## config.mk

```make
export PLATFORM = sky130hd
export DESIGN_NAME = serial_subtractor
export DESIGN_NICKNAME = d
export VERILOG_FILES = /design/src/rtl/serial_sub_pkg.sv /design/src/rtl/sub_bit_cell.sv /design/src/rtl/serial_subtractor.sv
export SDC_FILE = /design/constraint.sdc
export NUM_CORES = 1
export LEC_CHECK = 0
export CORE_ASPECT_RATIO = 0.8
export CORE_MARGIN = 1.5
export CORE_UTILIZATION = 45
export DETAILED_ROUTE_END_ITERATION = 6
export GPL_ROUTABILITY_DRIVEN = 0
export HOLD_SLACK_MARGIN = 0.02
export PLACE_DENSITY = 0.82
export SYNTH_ARGS = -nofsm -noshare
export SYNTH_HDL_FRONTEND = slang
export SYNTH_SLANG_ARGS = --single-unit
```

## constraint.sdc

```tcl
create_clock -name clk -period 2.69 [get_ports clk]
set_clock_uncertainty 0.15 [all_clocks]
set_input_delay 0.269 -clock clk [delete_from_list [all_inputs] [get_ports clk]]
set_output_delay 0.269 -clock clk [all_outputs]
set_load 0.02 [all_outputs]
```

## src/rtl/serial_sub_pkg.sv

```systemverilog
// Shared types and defaults for the bit-serial subtractor.
package serial_sub_pkg;

  localparam int DEFAULT_WIDTH = 4;

  typedef enum logic [1:0] {
    IDLE = 2'd0,
    BUSY = 2'd1,
    DONE = 2'd2
  } state_t;

endpackage

```

## src/rtl/sub_bit_cell.sv

```systemverilog
// Combinational 1-bit full subtractor: d = a - b - brw, with borrow out.
module sub_bit_cell (
  input  logic a,
  input  logic b,
  input  logic brw,
  output logic d,
  output logic brw_next
);

  assign d        = a ^ b ^ brw;
  assign brw_next = (~a & b) | (~(a ^ b) & brw);

endmodule

```

## src/rtl/serial_subtractor.sv

```systemverilog
// Bit-serial subtractor, one bit per cycle LSB first, with done pulse.
// Optional signed overflow output enabled by defining SERIAL_SUB_OVF_EN.
module serial_subtractor
  import serial_sub_pkg::*;
#(
  parameter int WIDTH    = DEFAULT_WIDTH,
  parameter int FULL_SUB = 1
) (
  input  logic             clk,
  input  logic             rst,
  input  logic             start,
  input  logic [WIDTH-1:0] a,
  input  logic [WIDTH-1:0] b,
  input  logic             bin,
  output logic             busy,
  output logic             done,
  output logic [WIDTH-1:0] diff,
  output logic             bout
`ifdef SERIAL_SUB_OVF_EN
  ,
  output logic             ovf
`endif
);

  localparam int CW = $clog2(WIDTH) + 1;

  state_t           state, state_next;
  logic [CW-1:0]    cnt;
  logic [WIDTH-1:0] a_sh, b_sh, res;
  logic             brw;
  logic             d_bit, brw_next;
  logic             load, last;

  assign load = start && (state != BUSY);
  assign last = (cnt == CW'(WIDTH - 1));

  sub_bit_cell u_cell (
    .a        (a_sh[0]),
    .b        (b_sh[0]),
    .brw      (brw),
    .d        (d_bit),
    .brw_next (brw_next)
  );

  always_ff @(posedge clk) begin
    if (rst) state <= IDLE;
    else     state <= state_next;
  end

  always_comb begin
    state_next = state;
    busy       = 1'b0;
    done       = 1'b0;
    case (state)
      IDLE: begin
        if (start) state_next = BUSY;
      end
      BUSY: begin
        busy = 1'b1;
        if (last) state_next = DONE;
      end
      DONE: begin
        done       = 1'b1;
        state_next = start ? BUSY : IDLE;
      end
      default: state_next = IDLE;
    endcase
  end

  // Operands shift right so the bit cell always sees bit 0; results enter at the MSB.
  always_ff @(posedge clk) begin
    if (rst) begin
      cnt  <= '0;
      a_sh <= '0;
      b_sh <= '0;
      res  <= '0;
      brw  <= 1'b0;
      diff <= '0;
      bout <= 1'b0;
    end else if (load) begin
      a_sh <= a;
      b_sh <= b;
      brw  <= (FULL_SUB != 0) ? bin : 1'b0;
      cnt  <= '0;
    end else if (state == BUSY) begin
      a_sh <= a_sh >> 1;
      b_sh <= b_sh >> 1;
      brw  <= brw_next;
      res  <= {d_bit, res[WIDTH-1:1]};
      if (last) begin
        diff <= {d_bit, res[WIDTH-1:1]};
        bout <= brw_next;
      end else begin
        cnt <= cnt + CW'(1);
      end
    end
  end

`ifdef SERIAL_SUB_OVF_EN
  logic a_msb, b_msb;

  // The final bit processed is the difference MSB, so overflow is decided on the last cycle.
  always_ff @(posedge clk) begin
    if (rst) begin
      a_msb <= 1'b0;
      b_msb <= 1'b0;
      ovf   <= 1'b0;
    end else if (load) begin
      a_msb <= a[WIDTH-1];
      b_msb <= b[WIDTH-1];
    end else if ((state == BUSY) && last) begin
      ovf <= (a_msb != b_msb) && (d_bit != a_msb);
    end
  end
`endif

endmodule
```

==> results by group <==
Run status
  • Status: finished, final reports clean

Route
  • Vias: 720
  • Iteration-0 DRC Markers: 7
  • Pre-antenna DRT Iters: 4
  • WL/cell: 12.6 um
  • Vias per inst: 5.22
  • Routed Antenna Nets: 0
  • DRC: 0
  • Total wire length: 1.74 mm

Finish
  • Fraction of layout cells with a size suffix above 1: 0.0526
  • Synth-to-Final Area Change: 22.3%
  • ANT cells: 0
  • Final Non-Filler Cells: 138
  • Layout Nets: 130

Global route
  • Number of global-route vias before repair: 683
  • Global-route wire length before repair: 2.94 mm
  • Initial antenna violation count: 0
  • Gr ovfl total: 0
  • Largest net degree at the start of global routing: 23
  • Total GRT Usage: 0.173

Worst setup path
  • Critical path class: flop to output port
  • Crit path DAT: 1.71 ns
  • WP data required: 2.27 ns
  • Startpoint class of the critical path: flop
  • Max FO, Critical Path: 21
  • Worst setup EP type: output port

Yosys
  • Sequential fraction of the synthesis area: 0.460
  • Cell count after synthesis: 98
  • Dominant cell type by area after synthesis: dfxtp_1
  • Post-Synth Adder-Cell Area: 0.0470
  • Syn avg cell area: 9.78 sq um
  • Main combinational cell family by area after synthesis: simple AND/OR/NAND/NOR gates
  • Simple-gate share of the synthesized area: 0.171
  • Primary FF master, synth: dfxtp_1
  • Top-count cell post-synth: dfxtp_1
  • Yosys warns: 0
  • Synthesized cell area: 958 sq um
  • Synth Area in Compound Gates: 0.124
  • Synth cell count leaders: dfxtp_1, nor2_1, mux2i_1, nand2_1, a211oi_1
  • Distinct cells, synth: 24
  • Post-synth top area share: 0.460
  • Post-synth EDFFs: 0
  • Async SR Flop Fraction: 0
  • Area contributors post-synth: dfxtp_1, mux2i_1, a211oi_1, nor2_1, nand2_1
  • XOR/XNOR Fraction of Synth Area: 0
  • Mux contribution to synthesized area: 0.125
  • Post-Syn Nets: 113
  • Synthesis-stage register bit count: 22

STA
  • Setup_tns: 0 ns
  • Fmax: 470 MHz
  • Max-slew violation count: 0
  • Final setup fails: 0
  • Least-Margin Pin Slew: 0.770 ns
  • Crit share post-route: 0.791
  • RSZ-0062 raised after global routing: no
  • Rel. slew slack: 0.485
  • Hold Fails Final Rpt: 0
  • Post-route minimum period: 2.13 ns

Power and ir drop
  • P per Cell Area: 592 mW/mm^2
  • Leakage: 0.450 nW
  • Peak VDD IR: 0.461 mV
  • Tot Pwr: 0.000694 W

Clock tree
  • CTS tree: built
  • CTS Hold Buffers Added: 0
  • H-tree Lvls: 1
  • Root Buffer: clkbuf_4
  • Clock-pin slew on the worst setup and hold paths: 0.13 ns
  • Clock Sinks: 22
  • Longest Clk Path Bufs: 2
  • Resized cells post-CTS: 0
  • Clock Latency Late Sink: 0.31 ns
  • Total CTS buffers: 3
  • Post-CTS Setup Bufs: 0

Floorplanning
  • Initial Utilization: 0.493
  • Die area: 0.00242 sq mm
  • Die W: 54.6 um
  • Die height: 44.3 um
  • Placement row count: 14
  • Placeable Area: 0.00194 sq mm
  • Io pins: 19

Placement
  • Buffers added on ports: 18
  • Placed insts: 134
  • Detailed Place HPWL: 1.18 mm

Run
  • Max-Cap Viols: 0

Min path
  • HP Class: flop to flop
[worst max-delay path, stage by stage (launching register included)]
cell and delay [ns]:
dfxtp_1 0.43, nand2b_4 0.18, inv_4 0.16, clkdlybuf4s50_1 0.62
[cells in the final DEF, fill, tap and decap left out, types with 2 or more instances in the layout]
master and count:
a211oi_1 8, a21oi_1 4, a31oi_1 2, clkbuf_4 3, clkdlybuf4s50_1 18, dfxtp_1 22, ha_1 2, inv_1 4
mux2i_1 12, nand2_1 9, nand3b_1 3, nor2_1 13, nor3_1 2, or3_1 2
[layer usage]
layer,vias up,GRT usage,share of wire
li1,370,-,-
met1,332,0.215,0.52
met2,16,0.274,0.43
met3,2,0.0743,0.047
met4,0,0.0450,0.0075
met5,-,0,0
[sequential cells by signal, indices dropped and copies added (netlist names)]
signal,count
a_sh,4
b_sh,4
diff,4
cnt,3
res,3
state,2
bout,1
brw,1
[layout make-up]
class,count,area (sq um)
clock buffer,3,22.5
fill,176,772
timing repair buffer,18,180
multi-input combinational,65,448
sequential,22,440
tap,24,30.0
clock inverter,1,30.0
inverter,5,21.3
[final timing paths]
check	from	to	slack, ns	cells after the start
setup / recovery	state[0]	busy	0.56	3
hold / removal	res[1]	res[1]	0.33	2
setup reg to reg	cnt[0]	diff[3]	0.84	5
hold reg to reg	res[1]	res[1]	0.33	2
[metrics by stage]
step	hold slack, ns	utilization	worst slack [ns]	cell area, sq um
5_1_grt	0.355	0.603	0.467	1170
4_1_cts	0.327	0.603	0.556	1170
6_report	0.331	0.603	0.562	1170
3_3_place_gp	0.298	0.576	0.818	1120
2_1_floorplan	0.191	-	1.14	958
3_5_place_dp	0.309	0.576	0.788	1120
[power by group]
part	internal, W	leakage (nW)	switching, W	total [W]
logic	0.0000429	0.242	0.0000446	0.0000875
registers	0.000343	0.180	0.0000106	0.000353
clock network	0.000151	0.0279	0.000103	0.000253
total	0.000536	0.450	0.000158	0.000694
[logic make-up (layout without fill, tap and decap cells)]
kind of cell    count (synthesis)  after routing
simple gates                   33             33
flops                          22             22
compound gates                 17             17
mux                            12             12
buf+inv                        11             27
fa+ha+maj                       3              3
(Power assumes the default switching activity.)
